==> config.mk <==
export PLATFORM = sky130hd
export DESIGN_NAME = result_vector_packer
export DESIGN_NICKNAME = d
export VERILOG_FILES = /design/src/rtl/dnn_pkg.sv /design/src/rtl/holdoff_timer.sv /design/src/rtl/result_vector_packer.sv
export SDC_FILE = /design/constraint.sdc
export NUM_CORES = 1
export LEC_CHECK = 0
export ABC_AREA = 0
export BUFFER_PORTS_ARGS = -buffer_cell sky130_fd_sc_hd__buf_2
export CAP_MARGIN = 30
export CORE_MARGIN = 10
export CORE_UTILIZATION = 59
export DETAILED_ROUTE_END_ITERATION = 10
export GPL_ROUTABILITY_DRIVEN = 0
export PLACE_DENSITY_LB_ADDON = 0.2
export SKIP_CTS_REPAIR_TIMING = 1
export SYNTH_ARGS = -nofsm -noshare
export SYNTH_HDL_FRONTEND = slang
export SYNTH_SLANG_ARGS = --single-unit
==> constraint.sdc <==
create_clock -name i_clk -period 2.4 [get_ports i_clk]
set_clock_uncertainty 0.05 [all_clocks]
set_input_delay 0.24 -clock i_clk [delete_from_list [all_inputs] [get_ports i_clk]]
set_output_delay 0.24 -clock i_clk [all_outputs]
set_load 0.03 [all_outputs]
==> src/rtl/dnn_pkg.sv <==
// Shared constants for the output-layer datapath and the argmax hand-off.
package dnn_pkg;

   localparam int unsigned NUM_OUT_NEURONS    = 10;
   localparam int unsigned OUT_DATA_WIDTH     = 16;
   localparam int unsigned ARGMAX_SCAN_CYCLES = 10;

   // Observable packer condition, derived from {pend, gap_cnt != 0}.
   typedef enum logic [1:0] {
      PK_FILLING = 2'd0,
      PK_HOLDOFF = 2'd1,
      PK_PENDING = 2'd2
   } pack_state_e;

   // Counter width for a value range of n states, never narrower than 1 bit.
   function automatic int unsigned cnt_width(input int unsigned n);
      return (n > 1) ? $clog2(n) : 1;
   endfunction

endpackage

==> src/rtl/holdoff_timer.sv <==
// Spacing timer: loads MIN_GAP-1 on a launch and counts down to zero.
// A new launch is only allowed while o_zero is high.
module holdoff_timer
   import dnn_pkg::*;
#(
   parameter int unsigned MIN_GAP = ARGMAX_SCAN_CYCLES
) (
   input  logic i_clk,
   input  logic i_rst,
   input  logic i_load,
   output logic o_zero
);

   localparam int unsigned GW = cnt_width(MIN_GAP);
   localparam logic [GW-1:0] LOAD_VAL = GW'(MIN_GAP - 1);

   logic [GW-1:0] gap_cnt_q;
   logic [GW-1:0] gap_cnt_d;

   // Next count: reload on launch, otherwise decrement until zero.
   always_comb begin
      gap_cnt_d = gap_cnt_q;
      if (i_load) begin
         gap_cnt_d = LOAD_VAL;
      end else if (gap_cnt_q != '0) begin
         gap_cnt_d = gap_cnt_q - GW'(1);
      end
   end

   // Count register with synchronous reset.
   always_ff @(posedge i_clk) begin
      if (i_rst) begin
         gap_cnt_q <= '0;
      end else begin
         gap_cnt_q <= gap_cnt_d;
      end
   end

   assign o_zero = (gap_cnt_q == '0);

endmodule

==> src/rtl/result_vector_packer.sv <==
// Packs serial output-layer results into one flat vector for the argmax
// stage. A fill buffer and a pending buffer let the producer keep streaming
// while a completed vector waits out the argmax scan time.
module result_vector_packer
   import dnn_pkg::*;
#(
   parameter int unsigned NUM_ELEMS  = NUM_OUT_NEURONS,
   parameter int unsigned DATA_WIDTH = OUT_DATA_WIDTH,
   parameter int unsigned MIN_GAP    = ARGMAX_SCAN_CYCLES
) (
   input  logic                            i_clk,
   input  logic                            i_rst,
   input  logic [DATA_WIDTH-1:0]           i_data,
   input  logic                            i_valid,
   output logic                            o_ready,
   output logic [NUM_ELEMS*DATA_WIDTH-1:0] o_data,
   output logic                            o_data_valid,
   output logic                            o_overrun
);

   localparam int unsigned CW = cnt_width(NUM_ELEMS);
   localparam int unsigned VW = NUM_ELEMS * DATA_WIDTH;
   localparam logic [CW-1:0] LAST = CW'(NUM_ELEMS - 1);

   logic [CW-1:0] fill_cnt_q, fill_cnt_d;
   logic [VW-1:0] fill_buf_q, fill_buf_d;
   logic [VW-1:0] pend_buf_q, pend_buf_d;
   logic          pend_q, pend_d;
   logic [VW-1:0] out_data_q, out_data_d;
   logic          out_valid_q, out_valid_d;
   logic          overrun_q, overrun_d;

   pack_state_e   state;
   logic          gap_zero;
   logic          ready;
   logic          accept;
   logic          complete;
   logic          launch;

   holdoff_timer #(
      .MIN_GAP (MIN_GAP)
   ) u_holdoff (
      .i_clk  (i_clk),
      .i_rst  (i_rst),
      .i_load (launch),
      .o_zero (gap_zero)
   );

   // Accept, pack, launch and pend decisions for this edge.
   always_comb begin
      state = pend_q ? PK_PENDING : (gap_zero ? PK_FILLING : PK_HOLDOFF);

      // Refusing the last slot while a vector is pending keeps completion
      // and pending launch from ever competing for the same edge.
      ready    = !(pend_q && (fill_cnt_q == LAST));
      accept   = i_valid && ready;
      complete = accept && (fill_cnt_q == LAST);

      fill_cnt_d  = fill_cnt_q;
      fill_buf_d  = fill_buf_q;
      pend_buf_d  = pend_buf_q;
      pend_d      = pend_q;
      out_data_d  = out_data_q;
      out_valid_d = 1'b0;
      launch      = 1'b0;
      overrun_d   = overrun_q | (i_valid && !ready);

      if (accept) begin
         fill_cnt_d = (fill_cnt_q == LAST) ? '0 : fill_cnt_q + CW'(1);
         for (int unsigned k = 0; k < NUM_ELEMS; k++) begin
            if (fill_cnt_q == CW'(k)) begin
               fill_buf_d[k*DATA_WIDTH +: DATA_WIDTH] = i_data;
            end
         end
      end

      // fill_buf_d already carries the final element on a completing beat.
      if (state == PK_PENDING && gap_zero) begin
         out_data_d  = pend_buf_q;
         out_valid_d = 1'b1;
         launch      = 1'b1;
         pend_d      = 1'b0;
      end else if (complete && state == PK_FILLING) begin
         out_data_d  = fill_buf_d;
         out_valid_d = 1'b1;
         launch      = 1'b1;
      end else if (complete) begin
         pend_buf_d = fill_buf_d;
         pend_d     = 1'b1;
      end
   end

   // State registers with synchronous reset.
   always_ff @(posedge i_clk) begin
      if (i_rst) begin
         fill_cnt_q  <= '0;
         fill_buf_q  <= '0;
         pend_buf_q  <= '0;
         pend_q      <= 1'b0;
         out_data_q  <= '0;
         out_valid_q <= 1'b0;
         overrun_q   <= 1'b0;
      end else begin
         fill_cnt_q  <= fill_cnt_d;
         fill_buf_q  <= fill_buf_d;
         pend_buf_q  <= pend_buf_d;
         pend_q      <= pend_d;
         out_data_q  <= out_data_d;
         out_valid_q <= out_valid_d;
         overrun_q   <= overrun_d;
      end
   end

   assign o_ready      = ready;
   assign o_data       = out_data_q;
   assign o_data_valid = out_valid_q;
   assign o_overrun    = overrun_q;

endmodule

# Word-level counts from Yosys, hierarchy flattened
# Index checks and enable logic that the tools add are counted.
[word_totals] n_memories=0 in_bits=19 elab_cells=61 latchBits=0 ramBits=0 rom_bits=0 register_bits=491
[op_classes] mul=0 n_mux=20 reduce_logical=17 n_shift=0 n_lt_le_gt_ge=0 eq_ne=10 n_addsub=2 bitwise=3 div=0
[op_table] operator="$mux 160" count=3
[op_table] operator="$mux 16" count=10
[op_table] operator="$eq 4x3->1 const B" count=4
[op_table] operator="$mux 4" count=3
[op_table] operator="$eq 4x2->1 const B" count=2
[op_table] operator="$eq 4x4->1 const B" count=2
[op_table] operator="$logic_not 4->1" count=2
[op_table] operator="$logic_and 1x1->1" count=6
[op_table] operator="$add 4x1->4 const B" count=1
[op_table] operator="$eq 4x1->1 const B" count=1
[op_table] operator="$reduce_bool 2->1" count=2
[op_table] operator="$reduce_bool 4->1" count=1
[op_table] operator="$reduce_or 2->1" count=2
[op_table] operator="$sub 4x1->4 const B" count=1
[op_table] operator="$mux 1" count=3
[op_table] operator="$reduce_and 3->1" count=1
[op_table] operator="$eq 2x2->1 const B" count=1
[op_table] operator="$logic_not 2->1" count=1
[op_table] operator="$mux 2" count=1
[op_table] operator="$not 1->1" count=2
[op_table] operator="$reduce_and 2->1" count=1
[op_table] operator="$logic_not 1->1" count=1
[op_table] operator="$or 1x1->1" count=1

# Longest topological paths before layout
# Gate-level depths: netlist of run 1.
[logic_depth] ltp_word=9 mapped_depth=10 ltp_nobuf=6

# Hierarchy
# Synthesis of run 1 repeated with hierarchy kept, for this count alone.
[hier_totals] hier_cells=2051 hier_area_um2=19555.0
[by_module_without_submodules] module="result_vector_packer" n_inst=1 cells_each=2031 seq_area_each_um2=9429.0 area_each_um2=19352.3
[by_module_without_submodules] module="holdoff_timer" n_inst=1 cells_each=20 seq_area_each_um2=80.1 area_each_um2=202.7

# Worst setup path after synthesis of run 1
# OpenSTA, ideal clock, no wires.
[synth_timing] path_type="register -> register" from="register u_holdoff.gap_cnt_q[0]" to="register pend_buf_q[104]" t_required_ps=2204 path_stages_with_launch=11 t_arrival_ps=1862 setup_slack_ps=341 path_cell_list="dfxtp_1 > inv_1 > ha_1 > or3b_1 > buf_2 > and3_1 > buf_4 > buf_4 > buf_2 > nor2_1 > a211oi_2"
[synth_via] elab_chain_cells=7 elab_cells_between_ends=10 cone_classes="eq/ne: 1; mux: 2; bitwise: 2; reduce/logical: 5"
[synth_lines] element="start: declaration" line="holdoff_timer.sv:17" text="logic [GW-1:0] gap_cnt_q;"
[synth_lines] element="start signal: assignment" line="holdoff_timer.sv:35" text="gap_cnt_q <= gap_cnt_d;"
[synth_lines] element="$logic_not 4->1 *" line="holdoff_timer.sv:39" text="assign o_zero = (gap_cnt_q == '0);"
[synth_lines] element="$mux 1" line="result_vector_packer.sv:51" text="state = pend_q ? PK_PENDING : (gap_zero ? PK_FILLING : PK_HOLDOFF);"
[synth_lines] element="$mux 2" line="result_vector_packer.sv:51"
[synth_lines] element="$eq 2x2->1 / $logic_not 2->1 (equally long branches)" line="result_vector_packer.sv:78, result_vector_packer.sv:83"
[synth_lines] element="$logic_and 1x1->1 (on tied branches)" line="result_vector_packer.sv:78, result_vector_packer.sv:83"
[synth_lines] element="$not 1->1 (no line)"
[synth_lines] element="$reduce_and 3->1 (no line) *"
[synth_lines] element="end signal: assignment" line="result_vector_packer.sv:106" text="pend_buf_q <= pend_buf_d;"
[synth_lines] element="end: declaration" line="result_vector_packer.sv:27" text="logic [VW-1:0] pend_buf_q, pend_buf_d;"
# Mark *: on every way between the ends. The rest lies on a longest branch, timed or not.
# A chain may end at the register's enable or synchronous reset.

# Worst setup path in the final report of run 1
[layout_timing] from="register u_holdoff.gap_cnt_q[0]" to="register pend_buf_q[58]"
# Same word-level chain as after synthesis.

==> qor.csv, run 1 <==
stage,metric,value,unit
synth,Synth Register Bits,491,
global_routing,grt total ovfl,0,
worst_setup_path,critical path type,flop to flop,
routing,via count,17000,
global_routing,met1 usage,0.361,
power_and_ir_drop,fraction of power consumed by combinational cells,0.064,
timing,max-slew violations,0,
synth,Gate Count Post-Synth,2132,
floorplan,die area,42300,um^2
power_and_ir_drop,sw frac,0.234,
synth,top_reg_cell synth,dfxtp_1,
finish,Filler cells,2591,
worst_setup_path,worst setup path end,pend_buf_q[58],
floorplan,number of cell rows,67,
timing,minimum clock period,2.26,ns
finish,post-route core utilization,0.697,
floorplan,Die H,206,um
clock_network,CTS Root Cell,clkbuf_16,
job,max cap viols,0,
synth,adder-cell area share of the yosys netlist,0.00123,
synth,Syn Nets,2153,
worst_setup_path,worst path arrival time,2.68,ns
placement,DP Cell Count,2599,
worst_setup_path,Reg-to-Reg Start,u_holdoff.gap_cnt_q[0],
global_routing,M3 GR Usage,0.0470,
floorplan,io pins,182,
synth,Post-synth EDFFs,0,
global_routing,initial antenna violation count,0,
clock_network,worst skew pair latency,0.55,ns
routing,first-pass iteration count of the detailed router,8,
timing,RSZ-0062 raised after global routing,false,
global_routing,global-route wire length before repair,91200,um
timing,Tightest Pin Transition,0.734,ns
synth,Synth Area in XOR/XNOR,0.000861,
global_routing,vias in the first global route,16100,
synth,Synth cell types,39,
placement,DP HPWL,36700,um
run_status,status,completed,
timing,Fin. Hold Viols,0,
power_and_ir_drop,total power draw,17.0,mW
synth,async set-reset flop share out of synthesis,0,
worst_hold_path,hold path cells,3,
synth,mux share of post-synthesis cell area,0.0157,
synth,post-synthesis compound-gate area fraction,0.311,
finish,final cell count without fillers,2710,
clock_network,# H-tree levels,2,
timing,setup violators final,0,
routing,drt drc,0,
worst_setup_path,Setup crit end kind,flop,
worst_hold_path,Hold Path Class,input pin to flop,
worst_setup_path,Crit. Startpoint,u_holdoff.gap_cnt_q[0],
power_and_ir_drop,Max rail drop VDD,0.696,mV
timing,final cycle utilization of the critical path,0.942,
global_routing,gr usage total,0.269,
placement,placed cell area,21700,um^2
routing,final wirelength,59700,um
power_and_ir_drop,net switching power,3.97,mW
floorplan,Starting Density,0.602,
placement,port buffer count,181,
routing,Via density,6.27,
floorplan,Core ar.,33800,um^2
finish,nets,2246,
global_routing,met2 usage,0.422,
worst_setup_path,crit path max fanout,39,
clock_network,CTS Buf Count,50,
finish,Layout area overhead,15.8,%
power_and_ir_drop,Power Internal,13.0,mW
floorplan,Die Wd,206,um
routing,Initial DRC Count,1669,
worst_setup_path,Critical Path Start Type,flop,
finish,fraction of layout cells with a size suffix above 1,0.206,
worst_setup_path,worst reg2reg path endpoint,pend_buf_q[58],
power_and_ir_drop,sequential fraction of design power,0.487,
power_and_ir_drop,Clock power frac,0.449,
synth,Mapped Area,20300,um^2
clock_network,"Clk pin slew, worst setup/hold paths",0.06,ns
power_and_ir_drop,leakage,8.18,nW
worst_setup_path,WP data required,2.82,ns
worst_setup_path,r2r setup slk,0.14,ns
global_routing,pin count of the biggest net entering global routing,97,
timing,Slew Limit Headroom,0.510,
synth,Synth Area in Simple Gates,0.140,
routing,Antenna Nets Post-Route,0,
power_and_ir_drop,Power Density,722,nW/um^2
routing,wire per inst,22.0,um
worst_setup_path,R2R depth,8,
clock_network,CTS tree,done,
global_routing,busiest metal layer after global routing,met2,
synth,syn avg cell area,9.54,um^2
timing,Min Hold Slack,0.00165,ns
synth,main combinational cell family by area after synthesis,compound AO/OA/AOI/OAI gates,
clock_network,clk buf depth,3,
timing,Max Freq,0.442,GHz
finish,post-route cell area,23600,um^2
finish,multi-input logic area,9610,um^2
synth,synth warn,0,
synth,post-synthesis sequential area ratio,0.483,
finish,register area,9830,um^2
finish,n_diodes,0,
clock_network,CTS sink cnt,491,
power groups by stage:
stage          Combinational (mW)  Clock [mW]  Sequential, mW
2_1_floorplan               0.648           0            8.43
3_3_place_gp                 1.01           0            8.45
3_5_place_dp                 1.02           0            8.46
4_1_cts                      1.03        7.69            8.28
5_1_grt                      1.17        8.06            8.29
6_report                     1.09        7.63            8.28
cells in the mapped netlist (all sizes together), types with 4 or more instances:
cell | n | area (um^2)
dfxtp | 491 | 9830
nor2 | 326 | 1220
a211oi | 162 | 1860
nand2b | 162 | 1010
a32o | 160 | 1600
clkbuf | 145 | 544
o21a | 129 | 968
o21ai | 129 | 646
o211ai | 128 | 961
nand2 | 101 | 379
buf | 73 | 433
a21oi | 54 | 270
mux2i | 32 | 320
nor3 | 9 | 56.3
nand3 | 4 | 20.0
nor3b | 4 | 46.3
stage by stage:
step,TNS [ns],setup slack [ns]
2_1_floorplan,0,0.341
3_3_place_gp,-0.989,-0.0315
3_5_place_dp,-2.90,-0.0814
4_1_cts,-4.63,-0.108
5_1_grt,0,0.0186
6_report,0,0.139
layout make-up:
class | count | share of cell area
clock inverter | 9 | 0.00324
sequential | 491 | 0.417
timing repair buffer | 258 | 0.0817
clock buffer | 80 | 0.0656
multi-input combinational | 1421 | 0.408
tap | 448 | 0.0238
inverter | 3 | 0.000478
flip-flops by register name (all words and copies together) (netlist names):
signal,cells
fill_buf_q,160
o_data,160
pend_buf_q,160
fill_cnt_q,4
u_holdoff.gap_cnt_q,4
o_data_valid,1
o_overrun,1
pend_q,1
layer usage:
metal,vias to the layer above,share of wire,routed length (um)
met5,-,0,0
met4,0,0.038,2260
met3,103,0.076,4560
met2,632,0.46,27500
met1,8300,0.42,25400
li1,7950,-,-
critical path, cell delays in order (launching register included):
cell      delay, ns
dfxtp_1        0.37
inv_1          0.09
ha_1           0.25
or3b_4         0.32
and3_4         0.30
buf_4          0.21
buf_12         0.25
nor2_1         0.09
a211oi_2       0.21
cell families after synthesis:
logic type	count (synthesis)
buf+inv	221
fa+ha+maj	2
mux	32
simple gates	620
compound gates	764
flops	491
xor+xnor	2
cell usage in the layout, fill, tap and decap left out, types with 3 or more instances in the layout:
master | synthesis | routed
mux2i_1 | 32 | 32
nor2_1 | 326 | 325
clkbuf_8 | 0 | 16
dfxtp_1 | 491 | 489
inv_1 | 3 | 3
a32o_1 | 160 | 160
nor3_1 | 8 | 7
o21ai_0 | 129 | 129
buf_2 | 53 | 180
dlygate4sd3_1 | 0 | 14
clkinv_2 | 0 | 6
nand3_1 | 4 | 3
nand2b_1 | 162 | 161
o21a_1 | 129 | 129
a211oi_1 | 33 | 33
buf_12 | 2 | 28
a211oi_2 | 129 | 129
nand2_1 | 101 | 100
a21oi_1 | 54 | 53
nand3b_1 | 3 | 3
o211ai_1 | 128 | 128
clkbuf_1 | 145 | 13
buf_4 | 9 | 32
clkbuf_16 | 0 | 52
worst min-delay path by stage:
| stage | startpoint | to | slack (ns) |
|---|---|---|---|
| 2_1_floorplan | i_data[0] | pend_buf_q[144] | 0.33 |
| 4_1_cts | i_data[0] | fill_buf_q[144] | -0.06 |
| 3_3_place_gp | pend_buf_q[148] | pend_buf_q[148] | 0.39 |
| 6_report | i_data[10] | pend_buf_q[154] | 0.002 |
| 3_5_place_dp | pend_buf_q[154] | pend_buf_q[154] | 0.39 |
| 5_1_grt | i_data[10] | pend_buf_q[154] | 0.002 |
Note: power is estimated with default switching activity, not from simulation.
==> run 2: changes to the inputs <==
RECOVER_POWER = 50   (was default)
==> run 2 against run 1 <==
  * Critical path depth shrank 2
  * Sequential cell count is the same
  * Cell count is the same
  * Worst hold slack gained 0.014 ns
  * Critical path type unchanged
  * Largest cell class unchanged
==> qor.csv, run 2 (synthesized netlist as in run 1, its figures left out) <==
stage,metric,value,unit
run_status,status,completed,
finish,nets,2246,
placement,setup slack at placement,-0.0814,ns
floorplan,die area,42300,um^2
global_routing,grt total ovfl,0,
timing,total negative slack,0,ns
finish,final cell count without fillers,2710,
power_and_ir_drop,Max rail drop VDD,0.693,mV
worst_setup_path,r2r setup slk,0.08,ns
finish,fraction of layout cells with a size suffix above 1,0.130,
placement,placed cell area,21700,um^2
floorplan,Die H,206,um
worst_setup_path,worst setup path end,o_data[49],
floorplan,Die Wd,206,um
worst_setup_path,WP data required,2.80,ns
global_routing,global-route wire length before repair,91200,um
timing,RSZ-0062 raised after global routing,false,
routing,top layer in use,met4,
routing,Via density,6.24,
floorplan,number of cell rows,67,
clock_network,CTS tree,done,
power_and_ir_drop,leakage,7.44,nW
routing,first-pass iteration count of the detailed router,5,
worst_setup_path,R2R depth,6,
clock_network,CTS sink cnt,491,
routing,metal2 WL,27500,um
worst_setup_path,Reg-to-Reg Start,fill_cnt_q[3],
worst_setup_path,crit path max fanout,16,
global_routing,initial antenna violation count,0,
global_routing,vias in the first global route,16100,
placement,port buffer count,181,
timing,Max Freq,0.431,GHz
finish,post-route core utilization,0.690,
timing,final cycle utilization of the critical path,0.966,
global_routing,gr usage total,0.269,
worst_setup_path,worst path arrival time,2.72,ns
job,max cap viols,0,
finish,Filler cells,2693,
timing,setup violators final,0,
finish,post-route cell area,23300,um^2
worst_setup_path,Setup crit end kind,flop,
floorplan,Starting Density,0.602,
worst_setup_path,Crit. Startpoint,fill_cnt_q[3],
clock_network,CTS Buf Count,50,
finish,Layout area overhead,14.6,%
finish,n_diodes,0,
finish,"commonest non-fill, non-tap cells in the layout","489 x dfxtp_1, 325 x nor2_1, 180 x clkbuf_1",
routing,metal3 WL,4110,um
routing,drt drc,0,
placement,DP HPWL,36700,um
floorplan,Core ar.,33800,um^2
timing,Fin. Hold Viols,0,
clock_network,worst skew pair latency,0.55,ns
clock_network,clk buf depth,3,
worst_setup_path,Critical Path Start Type,flop,
clock_network,"Clk pin slew, worst setup/hold paths",0.06,ns
timing,minimum clock period,2.32,ns
finish,"commonest non-fill, non-tap cell in the layout",dfxtp_1,
routing,wire per inst,22.0,um
worst_hold_path,hold path cells,3,
finish,multi-input logic area,9590,um^2
global_routing,pin count of the biggest net entering global routing,97,
floorplan,io pins,182,
worst_hold_path,Hold Path Class,input pin to flop,
routing,met1 wire length,25700,um
clock_network,# H-tree levels,2,
clock_network,CTS Root Cell,clkbuf_16,
finish,register area,9830,um^2
worst_setup_path,worst reg2reg path endpoint,o_data[49],
timing,final setup margin,0.0810,ns
worst_setup_path,critical path type,flop to flop,
timing,Tightest Pin Transition,1.11,ns
timing,max-slew violations,0,
routing,via count,16900,
routing,Antenna Nets Post-Route,0,
timing,Slew Limit Headroom,0.257,
placement,DP Cell Count,2599,
power_and_ir_drop,Power Density,729,nW/um^2
routing,final wirelength,59500,um
routing,Initial DRC Count,1403,
## run 2: worst max-delay path, cell delays in order (launching register included)
cell      delay (ns)
dfxtp_1         0.52
nor2b_1         0.12
buf_4           0.20
nand2_1         0.27
clkbuf_1        0.58
o211ai_1        0.19
a32o_1          0.27
## run 2: worst min path at each step
| stage | start | end | slack [ns] |
|---|---|---|---|
| after detailed placement | pend_buf_q[154] | pend_buf_q[154] | 0.39 |
| final | i_data[10] | pend_buf_q[154] | 0.02 |
| after global placement | pend_buf_q[148] | pend_buf_q[148] | 0.39 |
| after CTS | i_data[0] | fill_buf_q[144] | -0.06 |
| after global routing | i_data[10] | pend_buf_q[154] | 0.002 |
| after floorplan | i_data[0] | pend_buf_q[144] | 0.33 |
## run 2: final cells by class
class	count	share of cell area
Clock inverter	9	0.00327
Inverter	3	0.000483
Clock buffer	80	0.0663
Tap cell	448	0.0240
Sequential cell	491	0.422
Timing Repair Buffer	258	0.0727
Multi-Input combinational cell	1421	0.411
## run 2: power by group
part	switching, mW	internal, mW	total (mW)
clock network	3.13	4.49	7.62
logic	0.771	0.313	1.08
registers	0.0598	8.22	8.28
## run 2: per-stage QoR
stage	total power [mW]	hold WS [ns]
after floorplan	9.08	0.326
after global placement	9.46	0.386
after detailed placement	9.48	0.393
after CTS	17.0	-0.0612
after global routing	17.5	0.00163
final	17.0	0.0152
## run 2: metal layers
metal	track usage	vias up
li1	-	7938
met1	0.361	8273
met2	0.422	610
met3	0.0470	102
met4	0.111	0
met5	0	-
==> run 3: changes to the inputs <==
--- a/config.mk
+++ b/config.mk
@@ -11,4 +11,5 @@
 export CORE_MARGIN = 10
 export CORE_UTILIZATION = 59
+export CTS_CLUSTER_DIAMETER = 150
 export DETAILED_ROUTE_END_ITERATION = 10
 export GPL_ROUTABILITY_DRIVEN = 0
==> constraint.sdc (replaced) <==
create_clock -name i_clk -period 2.4 [get_ports i_clk]
set_clock_uncertainty 0.05 [all_clocks]
set_input_delay 0.48 -clock i_clk [delete_from_list [all_inputs] [get_ports i_clk]]
set_output_delay 0.48 -clock i_clk [all_outputs]
set_load 0.03 [all_outputs]
==> run 3 against run 2 <==
  * First-iteration DRC count grew 12%
  * Clock-buffer cell count decreased by 1
  * Worst setup slack improved by 0.040 ns
  * Sequential power about the same
  * Fmax up 1.8%
  * Clock power shrank 2.9%
  * Largest cell class unchanged
==> qor.csv, run 3 (synthesized netlist as in run 1, its figures left out) <==
stage,metric,value,unit
run_status,status,completed,
global_routing,pin count of the biggest net entering global routing,101,
finish,Layout area overhead,14.1,%
worst_setup_path,crit path max fanout,9,
routing,wire per inst,22.3,um
routing,final wirelength,60300,um
routing,drt drc,0,
finish,multi-input logic area,9560,um^2
global_routing,vias in the first global route,16100,
floorplan,io pins,182,
timing,Min Hold Slack,0.170,ns
routing,first-pass iteration count of the detailed router,7,
worst_hold_path,launch point of the worst hold path,i_data[2],
worst_setup_path,R2R depth,8,
global_routing,global-route wire length before repair,91700,um
worst_setup_path,CP max-delay cell,dfxtp_1,
floorplan,number of cell rows,67,
clock_network,# H-tree levels,2,
worst_setup_path,CP max stage delay,0.38,ns
clock_network,CTS tree,done,
worst_setup_path,CP top delay family,simple AND/OR/NAND/NOR gates,
clock_network,clk buf depth,3,
routing,Via density,6.32,
placement,setup slack at placement,-0.0782,ns
timing,Tightest Pin Transition,1.45,ns
power_and_ir_drop,total power draw,16.8,mW
clock_network,worst skew pair latency,0.58,ns
clock_network,"Clk pin slew, worst setup/hold paths",0.06,ns
worst_setup_path,worst path cell trace,inv_1 -> ha_1 -> or3b_4 -> and3_4 -> buf_12 -> clkbuf_1 -> nor2_1 -> a211oi_2,
routing,via count,17100,
timing,max-slew violations,0,
finish,register area,9840,um^2
timing,setup violators final,0,
worst_setup_path,WP data required,2.84,ns
finish,"commonest non-fill, non-tap cell in the layout",dfxtp_1,
finish,fraction of layout cells with a size suffix above 1,0.134,
global_routing,initial antenna violation count,1,
worst_hold_path,Hold Path End,pend_buf_q[146],
floorplan,Die H,206,um
clock_network,CTS sink cnt,491,
routing,Initial DRC Count,1578,
worst_hold_path,hold path cells,3,
timing,Max Freq,0.439,GHz
power_and_ir_drop,Power Density,723,nW/um^2
power_and_ir_drop,Max rail drop VDD,0.596,mV
worst_setup_path,worst reg2reg path endpoint,pend_buf_q[139],
finish,post-route core utilization,0.687,
timing,RSZ-0062 raised after global routing,false,
worst_setup_path,r2r setup slk,0.12,ns
finish,"commonest non-fill, non-tap cells in the layout","487 x dfxtp_1, 325 x nor2_1, 181 x clkbuf_1",
finish,Filler cells,2717,
finish,nets,2248,
worst_setup_path,Critical Path Start Type,flop,
worst_setup_path,CP bufs+invs,3,
clock_network,CTS Root Cell,clkbuf_16,
timing,Slew Limit Headroom,0.0354,
timing,final cycle utilization of the critical path,0.949,
floorplan,Core ar.,33800,um^2
placement,port buffer count,181,
floorplan,die area,42300,um^2
timing,final setup margin,0.121,ns
worst_setup_path,Setup crit end kind,flop,
timing,total negative slack,0,ns
placement,DP HPWL,37300,um
floorplan,Die Wd,206,um
clock_network,CTS Buf Count,49,
timing,minimum clock period,2.28,ns
worst_setup_path,worst path arrival time,2.72,ns
job,max cap viols,0,
global_routing,gr usage total,0.272,
worst_setup_path,Reg-to-Reg Start,u_holdoff.gap_cnt_q[0],
timing,Fin. Hold Viols,0,
routing,Antenna Nets Post-Route,0,
power_and_ir_drop,leakage,7.42,nW
global_routing,grt total ovfl,0,
worst_setup_path,critical path type,flop to flop,
worst_hold_path,Hold Path Class,input pin to flop,
floorplan,Starting Density,0.602,
-- run 3: how the worst max path moves through the flow --
| stage | from | endpoint | slack (ns) | cells after the start |
|---|---|---|---|---|
| finish | u_holdoff.gap_cnt_q[0] | pend_buf_q[139] | 0.12 | 8 |
| global route | fill_cnt_q[1] | o_data[62] | 0.02 | 5 |
| CTS | fill_cnt_q[0] | o_ready | -0.08 | 5 |
| detailed placement | i_valid | pend_buf_q[18] | -0.08 | 6 |
| global placement | i_valid | pend_buf_q[14] | -0.04 | 6 |
| floorplan | u_holdoff.gap_cnt_q[0] | pend_buf_q[104] | 0.34 | 10 |
-- run 3: metal layers --
metal	up-vias	part of all wire	GRT usage
met3	130	0.074	0.0434
met2	652	0.46	0.430
met4	0	0.041	0.117
li1	7946	-	-
met1	8392	0.42	0.362
met5	-	0	0
-- run 3: power breakdown --
part           internal [mW]  switching [mW]
clock network           4.29            3.11
logic                  0.314           0.786
registers               8.22          0.0618
-- run 3: worst min-delay path: cells and delay by family --
family          cells  cell delay (ns)
buf+inv             1             0.14
simple gates        1             0.06
compound gates      1             0.05
-- run 3: cell type report --
type / count / share of cell area
inverters: 3 / 0.000485
clock inverters: 4 / 0.00210
flip-flops and latches: 491 / 0.424
multi-input cells: 1421 / 0.412
repair buffers: 261 / 0.0738
clock buffers: 79 / 0.0638
well taps: 448 / 0.0241
diodes: 1 / 0.000108
-- run 3: metrics by stage --
step | std cells | instance area [um^2]
6_report | 2708 | 23200
5_1_grt | 2707 | 23200
4_1_cts | 2698 | 23400
3_5_place_dp | 2615 | 21900
3_3_place_gp | 2615 | 21900
2_1_floorplan | 2132 | 20300
